`src/rtl/pcie_cfg_pkg.sv`:
```
// Shared types and Device Control/Status field layout for the config-management responder.
package pcie_cfg_pkg;

    typedef enum logic [1:0] {
        IDLE = 2'd0,
        WAIT = 2'd1,
        DONE = 2'd2
    } state_t;

    // Bit positions inside the combined Device Control / Device Status dword
    localparam int MPS_LSB  = 5;
    localparam int MRRS_LSB = 12;
    localparam int STAT_LSB = 16;

    localparam logic [3:0]  STAT_W1C_MASK = 4'hF;
    localparam logic [31:0] DEVCTL_RST    = 32'h0000_2000;

endpackage

```
`src/rtl/pcie_cfg_mgmt_responder.sv`:
```
// Config-management responder: serves cfg_mgmt reads/writes from a small dword register file
// with fixed latency, and exports Device Control decodes and latched error status.
//
// state | meaning
// IDLE  | waiting for a read or write request; request fields latched on accept
// WAIT  | counting down the access latency
// DONE  | one-cycle completion; commit/capture happened on the edge into this state
module pcie_cfg_mgmt_responder
    import pcie_cfg_pkg::*;
#(
    parameter int          ADDR_WIDTH = 19,
    parameter int          NUM_REGS   = 64,
    parameter int          LATENCY    = 2,
    parameter logic [31:0] ID_VALUE   = 32'h7038_10EE,
    parameter logic [9:0]  DEVCTL_IDX = 10'h01E
) (
    input  logic                  clk_250mhz,
    input  logic                  rst_250mhz_n,
    input  logic [ADDR_WIDTH-1:0] cfg_mgmt_addr,
    input  logic                  cfg_mgmt_write,
    input  logic [31:0]           cfg_mgmt_write_data,
    input  logic [3:0]            cfg_mgmt_byte_enable,
    input  logic                  cfg_mgmt_read,
    output logic [31:0]           cfg_mgmt_read_data,
    output logic                  cfg_mgmt_read_write_done,
    input  logic                  cfg_err_cor_in,
    input  logic                  cfg_err_uncor_in,
    output logic [2:0]            cfg_max_payload,
    output logic [2:0]            cfg_max_read_req
);

    localparam int         IDX_W       = $clog2(NUM_REGS);
    localparam logic [3:0] CNT_LOAD    = 4'(LATENCY - 1);
    localparam logic [IDX_W-1:0] DEVCTL_SLOT = DEVCTL_IDX[IDX_W-1:0];

    state_t      state_q, state_d;
    logic [3:0]  cnt_q;
    logic [9:0]  idx_q;
    logic [31:0] wdata_q;
    logic [3:0]  be_q;
    logic        write_q;

    logic        req;
    logic        in_idle;
    logic        commit;
    logic [9:0]  idx_cur;
    logic [31:0] wdata_cur;
    logic [3:0]  be_cur;
    logic        write_cur;
    logic        in_range;
    logic        is_id;
    logic        is_devctl;
    logic [IDX_W-1:0] slot;
    logic [31:0] rd_value;
    logic [3:0]  status_q, status_d, w1c_clear, err_set;

    logic [31:0] regs [NUM_REGS];

    // Only the low ten address bits are decoded; the rest are accepted and ignored.
    logic unused_addr;
    assign unused_addr = ^cfg_mgmt_addr;

    assign req     = cfg_mgmt_read | cfg_mgmt_write;
    assign in_idle = (state_q == IDLE);

    // With LATENCY=1 the commit happens on the accept edge, so use the live request fields there.
    assign idx_cur   = in_idle ? cfg_mgmt_addr[9:0]   : idx_q;
    assign wdata_cur = in_idle ? cfg_mgmt_write_data  : wdata_q;
    assign be_cur    = in_idle ? cfg_mgmt_byte_enable : be_q;
    assign write_cur = in_idle ? cfg_mgmt_write       : write_q;

    assign in_range  = ({1'b0, idx_cur} < 11'(NUM_REGS));
    assign is_id     = (idx_cur == 10'd0);
    assign is_devctl = (idx_cur == DEVCTL_IDX);
    assign slot      = idx_cur[IDX_W-1:0];

    always_ff @(posedge clk_250mhz or negedge rst_250mhz_n) begin
        if (!rst_250mhz_n) begin
            state_q <= IDLE;
        end else begin
            state_q <= state_d;
        end
    end

    always_comb begin
        state_d = state_q;
        commit  = 1'b0;
        case (state_q)
            IDLE: begin
                if (req) begin
                    if (LATENCY == 1) begin
                        state_d = DONE;
                        commit  = 1'b1;
                    end else begin
                        state_d = WAIT;
                    end
                end
            end
            WAIT: begin
                if (cnt_q <= 4'd1) begin
                    state_d = DONE;
                    commit  = 1'b1;
                end
            end
            DONE:    state_d = IDLE;
            default: state_d = IDLE;
        endcase
    end

    always_ff @(posedge clk_250mhz or negedge rst_250mhz_n) begin
        if (!rst_250mhz_n) begin
            cnt_q   <= '0;
            idx_q   <= '0;
            wdata_q <= '0;
            be_q    <= '0;
            write_q <= 1'b0;
        end else if (in_idle && req) begin
            cnt_q   <= CNT_LOAD;
            idx_q   <= cfg_mgmt_addr[9:0];
            wdata_q <= cfg_mgmt_write_data;
            be_q    <= cfg_mgmt_byte_enable;
            write_q <= cfg_mgmt_write;
        end else if (state_q == WAIT) begin
            cnt_q <= cnt_q - 4'd1;
        end
    end

    always_comb begin
        rd_value = '0;
        if (is_id) begin
            rd_value = ID_VALUE;
        end else if (!in_range) begin
            rd_value = '0;
        end else if (is_devctl) begin
            rd_value = {12'h000, regs[DEVCTL_SLOT][19:0]};
        end else begin
            rd_value = regs[slot];
        end
    end

    // Error set is ORed in after the W1C clear so a coincident pulse wins.
    assign status_q  = regs[DEVCTL_SLOT][STAT_LSB +: 4];
    assign w1c_clear = (commit && write_cur && is_devctl && be_cur[2])
                       ? (wdata_cur[STAT_LSB +: 4] & STAT_W1C_MASK) : 4'h0;
    assign err_set   = {2'b00, cfg_err_uncor_in, cfg_err_cor_in};
    assign status_d  = (status_q & ~w1c_clear) | err_set;

    always_ff @(posedge clk_250mhz or negedge rst_250mhz_n) begin
        if (!rst_250mhz_n) begin
            for (int i = 0; i < NUM_REGS; i++) begin
                regs[i] <= (10'(i) == DEVCTL_IDX) ? DEVCTL_RST : 32'h0;
            end
        end else begin
            if (commit && write_cur && in_range && !is_id && !is_devctl) begin
                for (int b = 0; b < 4; b++) begin
                    if (be_cur[b]) regs[slot][8*b +: 8] <= wdata_cur[8*b +: 8];
                end
            end
            if (commit && write_cur && is_devctl) begin
                for (int b = 0; b < 2; b++) begin
                    if (be_cur[b]) regs[DEVCTL_SLOT][8*b +: 8] <= wdata_cur[8*b +: 8];
                end
            end
            regs[DEVCTL_SLOT][STAT_LSB +: 4] <= status_d;
            regs[DEVCTL_SLOT][31:20]         <= 12'h000;
        end
    end

    always_ff @(posedge clk_250mhz or negedge rst_250mhz_n) begin
        if (!rst_250mhz_n) begin
            cfg_mgmt_read_data <= '0;
        end else if (commit && !write_cur) begin
            cfg_mgmt_read_data <= rd_value;
        end
    end

    assign cfg_mgmt_read_write_done = (state_q == DONE);
    assign cfg_max_payload          = regs[DEVCTL_SLOT][MPS_LSB +: 3];
    assign cfg_max_read_req         = regs[DEVCTL_SLOT][MRRS_LSB +: 3];

endmodule
```
`config.mk`:
```
export PLATFORM = sky130hd
export DESIGN_NAME = pcie_cfg_mgmt_responder
export DESIGN_NICKNAME = d
export VERILOG_FILES = /design/src/rtl/pcie_cfg_pkg.sv /design/src/rtl/pcie_cfg_mgmt_responder.sv
export SDC_FILE = /design/constraint.sdc
export NUM_CORES = 2
export LEC_CHECK = 0
export BUFFER_PORTS_ARGS = -buffer_cell sky130_fd_sc_hd__buf_2
export CELL_PAD_IN_SITES_DETAIL_PLACEMENT = 1
export CELL_PAD_IN_SITES_GLOBAL_PLACEMENT = 1
export CORE_MARGIN = 4
export CORE_UTILIZATION = 45
export CTS_CLUSTER_DIAMETER = 120
export DETAILED_ROUTE_END_ITERATION = 10
export PLACE_DENSITY_LB_ADDON = 0.08
export SYNTH_ARGS = -nofsm -noshare
export SYNTH_HDL_FRONTEND = slang
export SYNTH_SLANG_ARGS = --single-unit
export TNS_END_PERCENT = 20
```
`constraint.sdc`:
```
create_clock -name clk_250mhz -period 2.8 [get_ports clk_250mhz]
set_input_delay 0.14 -clock clk_250mhz [delete_from_list [all_inputs] [get_ports clk_250mhz]]
set_output_delay 0.14 -clock clk_250mhz [all_outputs]
set_load 0.1 [all_outputs]
```
# ---- Word level (Yosys, flattened, before mapping)
# Cells that the tools add are included.
dict set report totals {
  register_bits 2121
  inputBits 61
}
dict set report op_classes {
  n_reduce_logical 16
  addsub 1
  mux 41
  n_lt_le_gt_ge 4
  bitwise_logic 5
  n_eq_ne 5
}
# op n
set op_table {}
lappend op_table {{2048-bit two-way mux} 7}
lappend op_table {{2048-bit bitwise mux} 4}
lappend op_table {{1072-bit two-way mux} 1}
lappend op_table {{32-bit demux with 6-bit select} 4}
lappend op_table {{32-bit two-way mux} 7}
lappend op_table {{32-bit binary-select mux with 6-bit select} 1}
lappend op_table {{16-bit two-way mux} 2}
lappend op_table {{24-bit two-way mux} 1}
lappend op_table {{8-bit two-way mux} 3}
lappend op_table {{4-bit two-way mux} 4}
lappend op_table {{10-bit by 5-bit equality test with 1-bit output (second input constant)} 1}
lappend op_table {{10-bit zero test} 1}
lappend op_table {{10-bit by 7-bit less-than comparator with 1-bit output (second input constant)} 1}
lappend op_table {{10-bit two-way mux} 1}
lappend op_table {{1-bit logical AND} 9}
lappend op_table {{7-bit greater-or-equal comparator (second input constant)} 1}
lappend op_table {{7-bit by 1-bit less-than comparator with 1-bit output (second input constant)} 1}
lappend op_table {{6-bit NOT with 7-bit output} 1}
lappend op_table {{4-bit AND} 1}
lappend op_table {{4-bit by 1-bit <= comparator with 1-bit output (second input constant)} 1}
lappend op_table {{2-bit two-way mux} 2}
lappend op_table {{2-bit inequality test (second input constant)} 2}
lappend op_table {{4-bit NOT} 1}
lappend op_table {{4-bit by 2-bit bitwise OR with 4-bit output} 1}
lappend op_table {{other kinds (10)} 14}

# ---- Logic depth before layout (Yosys ltp)
dict set report depth {
  word_depth 21
  ltp_mapped 13
  depth_no_buf 10
}

# ---- Worst setup path after synthesis
# No wires, ideal clock.
dict set report synth_path {
  path_kind {register to register}
  start {register state_q[0]}
  end {register regs[582] (netlist name)}
  path_buffers 4
  path_stages_with_launch 13
  t_arrival_ns 2.699
  setup_slack_ns -0.029
  setup_time_ns 0.130
  cell_sequence {dfrtp_1 > nor2_1 > mux2i_1 > clkbuf_1 > nor2_1 > a21o_1 > buf_2 > nor3_2 > buf_2 > nand3_1 > clkbuf_1 > nand2_1 > o21ai_1}
}
dict set report synth_via {
  elab_chain_cells 18
  word_cells_on_any_way 36
  classes_between {order compare: 3; eq/ne: 2; mux: 21; bitwise: 1; reduce/logical: 9}
}
# element line_no
set synth_lines {}
lappend synth_lines {{from (decl)} pcie_cfg_mgmt_responder.sv:36} ;# state_t state_q, state_d;
lappend synth_lines {{from (signal assigned)} pcie_cfg_mgmt_responder.sv:81} ;# state_q <= state_d;
lappend synth_lines {{2-bit zero test} pcie_cfg_mgmt_responder.sv:64} ;# assign in_idle = (state_q == IDLE);
lappend synth_lines {{10-bit two-way mux} pcie_cfg_mgmt_responder.sv:67} ;# assign idx_cur = in_idle ? cfg_mgmt_addr[9:0] : idx_q;
lappend synth_lines {{6-bit NOT with 7-bit output (not written as such)} pcie_cfg_mgmt_responder.sv:156} ;# if (be_cur[b]) regs[slot][8*b +: 8] <= wdata_cur[8*b +: 8];
lappend synth_lines {{7-bit greater-or-equal comparator (not written as such) or 7-bit by 1-bit less-than comparator with 1-bit output (tied branches)} pcie_cfg_mgmt_responder.sv:156}
lappend synth_lines {{1-bit logical AND (not written as such)} pcie_cfg_mgmt_responder.sv:156}
lappend synth_lines {{8-bit two-way mux (not written as such)} pcie_cfg_mgmt_responder.sv:156}
lappend synth_lines {{32-bit demux with 6-bit select} pcie_cfg_mgmt_responder.sv:156}
lappend synth_lines {{2048-bit bitwise mux} pcie_cfg_mgmt_responder.sv:156}
lappend synth_lines {{[... 2 more ...]} -}
lappend synth_lines {{2048-bit bitwise mux} pcie_cfg_mgmt_responder.sv:156}
lappend synth_lines {{2048-bit two-way mux} pcie_cfg_mgmt_responder.sv:156}
lappend synth_lines {{2048-bit two-way mux} pcie_cfg_mgmt_responder.sv:154} ;# if (commit && write_cur && in_range && !is_id && !is_devctl) begin
lappend synth_lines {{2048-bit bitwise mux} pcie_cfg_mgmt_responder.sv:156}
lappend synth_lines {{2048-bit two-way mux} pcie_cfg_mgmt_responder.sv:156}
lappend synth_lines {{2048-bit two-way mux} pcie_cfg_mgmt_responder.sv:154}
lappend synth_lines {{2048-bit bitwise mux} pcie_cfg_mgmt_responder.sv:156}
lappend synth_lines {{2048-bit two-way mux} pcie_cfg_mgmt_responder.sv:156}
lappend synth_lines {{to (signal, indexed assignment)} pcie_cfg_mgmt_responder.sv:156}
lappend synth_lines {{to (signal, indexed assignment)} pcie_cfg_mgmt_responder.sv:161} ;# if (be_cur[b]) regs[DEVCTL_SLOT][8*b +: 8] <= wdata_cur[8*b +: 8];
lappend synth_lines {{to (signal, indexed assignment)} pcie_cfg_mgmt_responder.sv:164} ;# regs[DEVCTL_SLOT][STAT_LSB +: 4] <= status_d;
lappend synth_lines {{to (decl)} pcie_cfg_mgmt_responder.sv:57} ;# logic [31:0] regs [NUM_REGS];
# Parallel ways exist; a longest one is shown, timed or not. The select of a mux whose other input is x is not followed.
# A chain may end at the register's enable or synchronous reset.

# ---- Final worst setup path
dict set report layout_path {
  start {register state_q[1]}
  end {register cfg_mgmt_read_data[28]}
}
dict set report layout_via {
  elab_chain_cells 9
  word_cells_on_any_way 17
  classes_between {order compare: 1; eq/ne: 2; mux: 9; bitwise: 1; reduce/logical: 4}
}
# element line_no
set layout_lines {}
lappend layout_lines {{2-bit zero test} pcie_cfg_mgmt_responder.sv:64}
lappend layout_lines {{10-bit two-way mux} pcie_cfg_mgmt_responder.sv:67}
lappend layout_lines {{6-bit NOT with 7-bit output (not written as such)} pcie_cfg_mgmt_responder.sv:137} ;# rd_value = regs[slot];
lappend layout_lines {{32-bit binary-select mux with 6-bit select} pcie_cfg_mgmt_responder.sv:137}
lappend layout_lines {{32-bit two-way mux (not written as such) (2 in series)} pcie_cfg_mgmt_responder.sv:137}
lappend layout_lines {{32-bit two-way mux} pcie_cfg_mgmt_responder.sv:134} ;# end else if (is_devctl) begin
lappend layout_lines {{32-bit two-way mux} pcie_cfg_mgmt_responder.sv:132} ;# end else if (!in_range) begin
lappend layout_lines {{32-bit two-way mux} pcie_cfg_mgmt_responder.sv:130} ;# if (is_id) begin
lappend layout_lines {{to (signal assigned)} pcie_cfg_mgmt_responder.sv:173} ;# cfg_mgmt_read_data <= rd_value;
lappend layout_lines {{to (decl)} pcie_cfg_mgmt_responder.sv:24} ;# output logic [31:0] cfg_mgmt_read_data,
# Parallel ways exist; a longest one is shown, timed or not. The select of a mux whose other input is x is not followed.

==> results.txt <==
----------------------------------------------------
[Layout]
  Fraction of layout cells with a size suffix above 1 ... 0.214
  Final net count ... approximately 11k
  Post-layout util ... 0.600
  Combined area of the multi-input logic cells ... 36700 um2
  Filler Cells Inserted ... 21.9k
  Area overhead of the layout relative to synthesis ... 32.4%
  Sequential cell area ... ~53000 um2

[Timing]
  Fin. Hold Viols ... 0
  Slew at the pin with the worst max-slew slack ... 908 ps
  Unrepaired setup endpoints after global routing ... true
  Max-slew violation total from the final report ... 0
  Maximum achievable frequency ... 0.318 GHz
  Headroom to the max-slew limit ... 0.395
  Worst path setup slack after routing ... -345 ps
  Count of final setup violators ... 1963
  Final worst path period share ... 1.12
  Post-route minimum period ... between 3000 and 4000 ps
  Setup Skew ... 27.9 ps

[Logic synthesis]
  Cell with the most instances after synthesis ... nand2_1
  Mapped Cells ... around 10k
  Total of flip-flops plus latches after synthesis ... about 2.1k
  Synth Cell Area ... 90500 um2
  Post-synthesis cell type count ... 75
  Most frequently used flop master after synthesis ... dfrtp_1
  Share of synthesized flip-flops with an asynchronous set or reset ... 1.00
  Number of enable flip-flop cells after synthesis ... 0
  Mean cell area of the mapped netlist ... 9.08 um2
  Count of synthesis-stage warnings from yosys ... 0
  Area share of the largest cell type after synthesis ... 0.586
  Cell accounting for the most synthesized area ... dfrtp_1
  Synth cell count leaders ... nand2_1 (2698), dfrtp_1 (2120), o21ai_0 (1691)
  Leading post-synthesis cells by cell area ... dfrtp_1 (59%), nand2_1 (11%), o21ai_0 (9.3%), o22ai_1 (4.0%), clkbuf_1 (2.8%)
  Seq/Total Area, Yosys ... 0.586
  Post-synthesis net count ... between 10k and 15k

[GRT]
  Remaining global-route overflow ... 0
  Initial antenna violation count ... 21
  First-pass GRT wire length ... 615000 um
  Largest net degree at the start of global routing ... 101
  GRT Util Overall ... 0.394
  Vias in the first global route ... 90.5k

[Power and ir drop]
  Power density cells ... 1100 nW/um2
  Static Leakage ... 53.0 nW
  Max VDD drop ... 1.58 mV
  Total power consumption of the routed design ... 132 mW

[Setup path]
  Endpoint arrival time on the critical path ... roughly 3900 ps
  Launching element type of the critical path ... flop
  Delay contributed by the slowest stage of the critical path ... around 480 ps
  Crit Path Category ... reg -> reg
  Cell type of the slowest stage on the worst timing path ... dfrtp_2
  Worst-path cell chain ... clkbuf_16 > nor4b_2 > a31oi_4 > buf_6 > nor2_4 > buf_4 > nand4_1 > nand4_1 > nor4_4 > a221o_1
  Required time at the endpoint of the critical path ... 3580 ps
  Critical Path Fanout Max ... 21
  Most frequent CP cell ... nand4_1
  Critical Path End Type ... flop

[Clock network]
  H-tree levels ... 4
  Clock slew at reported path FFs ... 60 ps
  Cell at the root of the clock tree ... clkbuf_16
  Clock tree buffer depth ... 3
  Clock net sink count ... approximately 2.1k
  TritonCTS Buffers ... 229
  TritonCTS clock tree ... yes
  Insertion delay of the later-clocked pin in the worst-skew pair ... 920 ps

[Placement]
  Post-detail-place hpwl ... 277000 um
  Number of buffers added on ports ... 90
  Gpl congestion ... about 0.94

[Die]
  I/O pins ... 100
  Initial core utilization ... 0.453
  Area of the die ... 208000 um2
  Area of the core ... 200000 um2
  Floorplan die width ... 457 um
  Die outline height ... 457 um
  Standard-cell rows ... 164

[Routing]
  Post-route ant nets ... 0
  Routed WL ... around 430000 um
  DRC violation count after routing ... 0
  WL/cell ... between 30 and 40 um
  DR iter-0 viols ... slightly above 9k
  Detailed-router iteration count before antenna repair ... 6
  Via Count ... around 88k
  Vias per inst ... 6.31

[Outcome]
  Failing checks ... setup timing
  Result of the run ... complete, but fails checks

[Min path]
  Hold/Removal Path Class ... in -> reg

[Flow run]
  Maximum Capacitance Violations ... 0

----------------------------------------------------
[worst max-delay path, delay by kind of cell (launching register included)]
family	cells	cell delay (ps)
AO/OA/AOI/OAI	2	370
AND/OR/NAND/NOR	5	1320
flip-flops	1	480
buffers and inverters	3	820
[logic make-up (layout without fill, tap and decap cells)]
family          after synthesis  after routing  share of synthesized area
buf+inv                     894           2191                     0.0391
fa+ha+maj                     2              2                   0.000276
flops                      2121           2121                      0.586
mux                         103            103                     0.0114
other cells                   0             12                          0
compound gates             3349           3349                      0.207
xor+xnor                      2              2                   0.000193
simple gates               3499           3499                      0.156
[routing by layer]
metal,vias to the layer above,track usage,wire length [um]
li1,37100,-,-
met1,45500,0.519,170000
met2,4056,0.621,194000
met3,1245,0.0813,36000
met4,18,0.198,26600
met5,-,0,114
[repair_timing]
action	4_1_cts	5_1_grt
hold buffers	132	0
hold endpoints to repair	3276	0
pin swaps	75	64
cloned	14	39
endpoints found under the setup margin	1998	2071
setup buffers	123	26
gates resized for setup	305	486
[flip-flops by register name (all words and copies together), names as in the netlist, 3 cells and up]
| signal | count |
|---|---|
| cfg_max_payload | 3 |
| be_q | 4 |
| cfg_mgmt_read_data | 32 |
| cnt_q | 4 |
| wdata_q | 32 |
| regs | 2030 |
| cfg_max_read_req | 3 |
| idx_q | 10 |
[power by group]
group	internal (mW)	leakage, nW	switching (mW)
Clock	18.8	3.95	13.6
Sequential	31.9	29.5	1.23
Combinational	23.9	19.5	42.2
[cell type report]
| class | count | area share |
|---|---|---|
| Sequential cell | 2121 | 0.443 |
| Multi-Input combinational cell | 6955 | 0.306 |
| Timing Repair Buffer | 1757 | 0.156 |
| Clock buffer | 354 | 0.0575 |
| Tap cell | 2656 | 0.0277 |
| Clock inverter | 75 | 0.00952 |
| Antenna cell | 12 | 0.000250 |
| Inverter | 5 | 0.000157 |
[placed cells by master, fill, tap and decap left out, drive strengths merged, types with 5 or more instances in the layout]
cell type | netlist | routed
buf | 222 | 1601
a31oi | 110 | 110
dlygate4sd3 | 0 | 131
o21ai | 2152 | 2152
nor4 | 31 | 31
and3 | 5 | 5
inv | 5 | 14
o22ai | 578 | 578
mux2i | 100 | 100
o31ai | 8 | 8
nand3b | 5 | 5
a32o | 9 | 9
o22a | 7 | 7
a21o | 9 | 9
nand2 | 2698 | 2698
nor2b | 10 | 10
a21oi | 196 | 196
nand3 | 411 | 411
a32oi | 61 | 61
o2111ai | 18 | 18
a221oi | 7 | 7
nor3 | 59 | 59
o221ai | 68 | 68
o211ai | 34 | 34
bufbuf | 0 | 9
clkbuf | 667 | 370
nor2 | 212 | 212
nand2b | 8 | 8
a22oi | 27 | 27
bufinv | 0 | 20
a31o | 6 | 6
diode | 0 | 12
a211oi | 16 | 16
clkinv | 0 | 43
dfrtp | 2120 | 2120
or4 | 18 | 18
nand4 | 23 | 23
[final timing paths]
check	start	endpoint	slack [ps]	cells past startpoint
max in group asynchronous	rst_250mhz_n	regs[1587]$_DFFE_PN0P_	1160	5
min	cfg_mgmt_write_data[8]	wdata_q[8]$_DFFE_PN0P_	100	4
min reg2reg	regs[2044]$_DFFE_PN0P_	regs[2044]$_DFFE_PN0P_	380	0
min in group asynchronous	rst_250mhz_n	regs[1262]$_DFFE_PN0P_	490	3
max reg2reg	state_q[1]$_DFFE_PN0P_	cfg_mgmt_read_data[28]$_DFFE_PN0P_	-350	10
max	state_q[1]$_DFFE_PN0P_	cfg_mgmt_read_data[28]$_DFFE_PN0P_	-350	10
[per-stage QoR]
stage / TNS [ps] / std cells / worst slack (ps) / hold slack (ps) / instance area (um2)
global route: -416870 / 13900 / -371 / 106 / 120000
detailed placement: -295090 / 13200 / -895 / 258 / 105000
global placement: -228970 / 13200 / -722 / 259 / 105000
floorplan: 0 / 9970 / 41.9 / -156 / 90500
finish: -268240 / 13900 / -345 / 95.2 / 120000
CTS: -84590 / 13900 / -166 / 39.8 / 118000
Note: power is estimated with default switching activity, not from simulation.
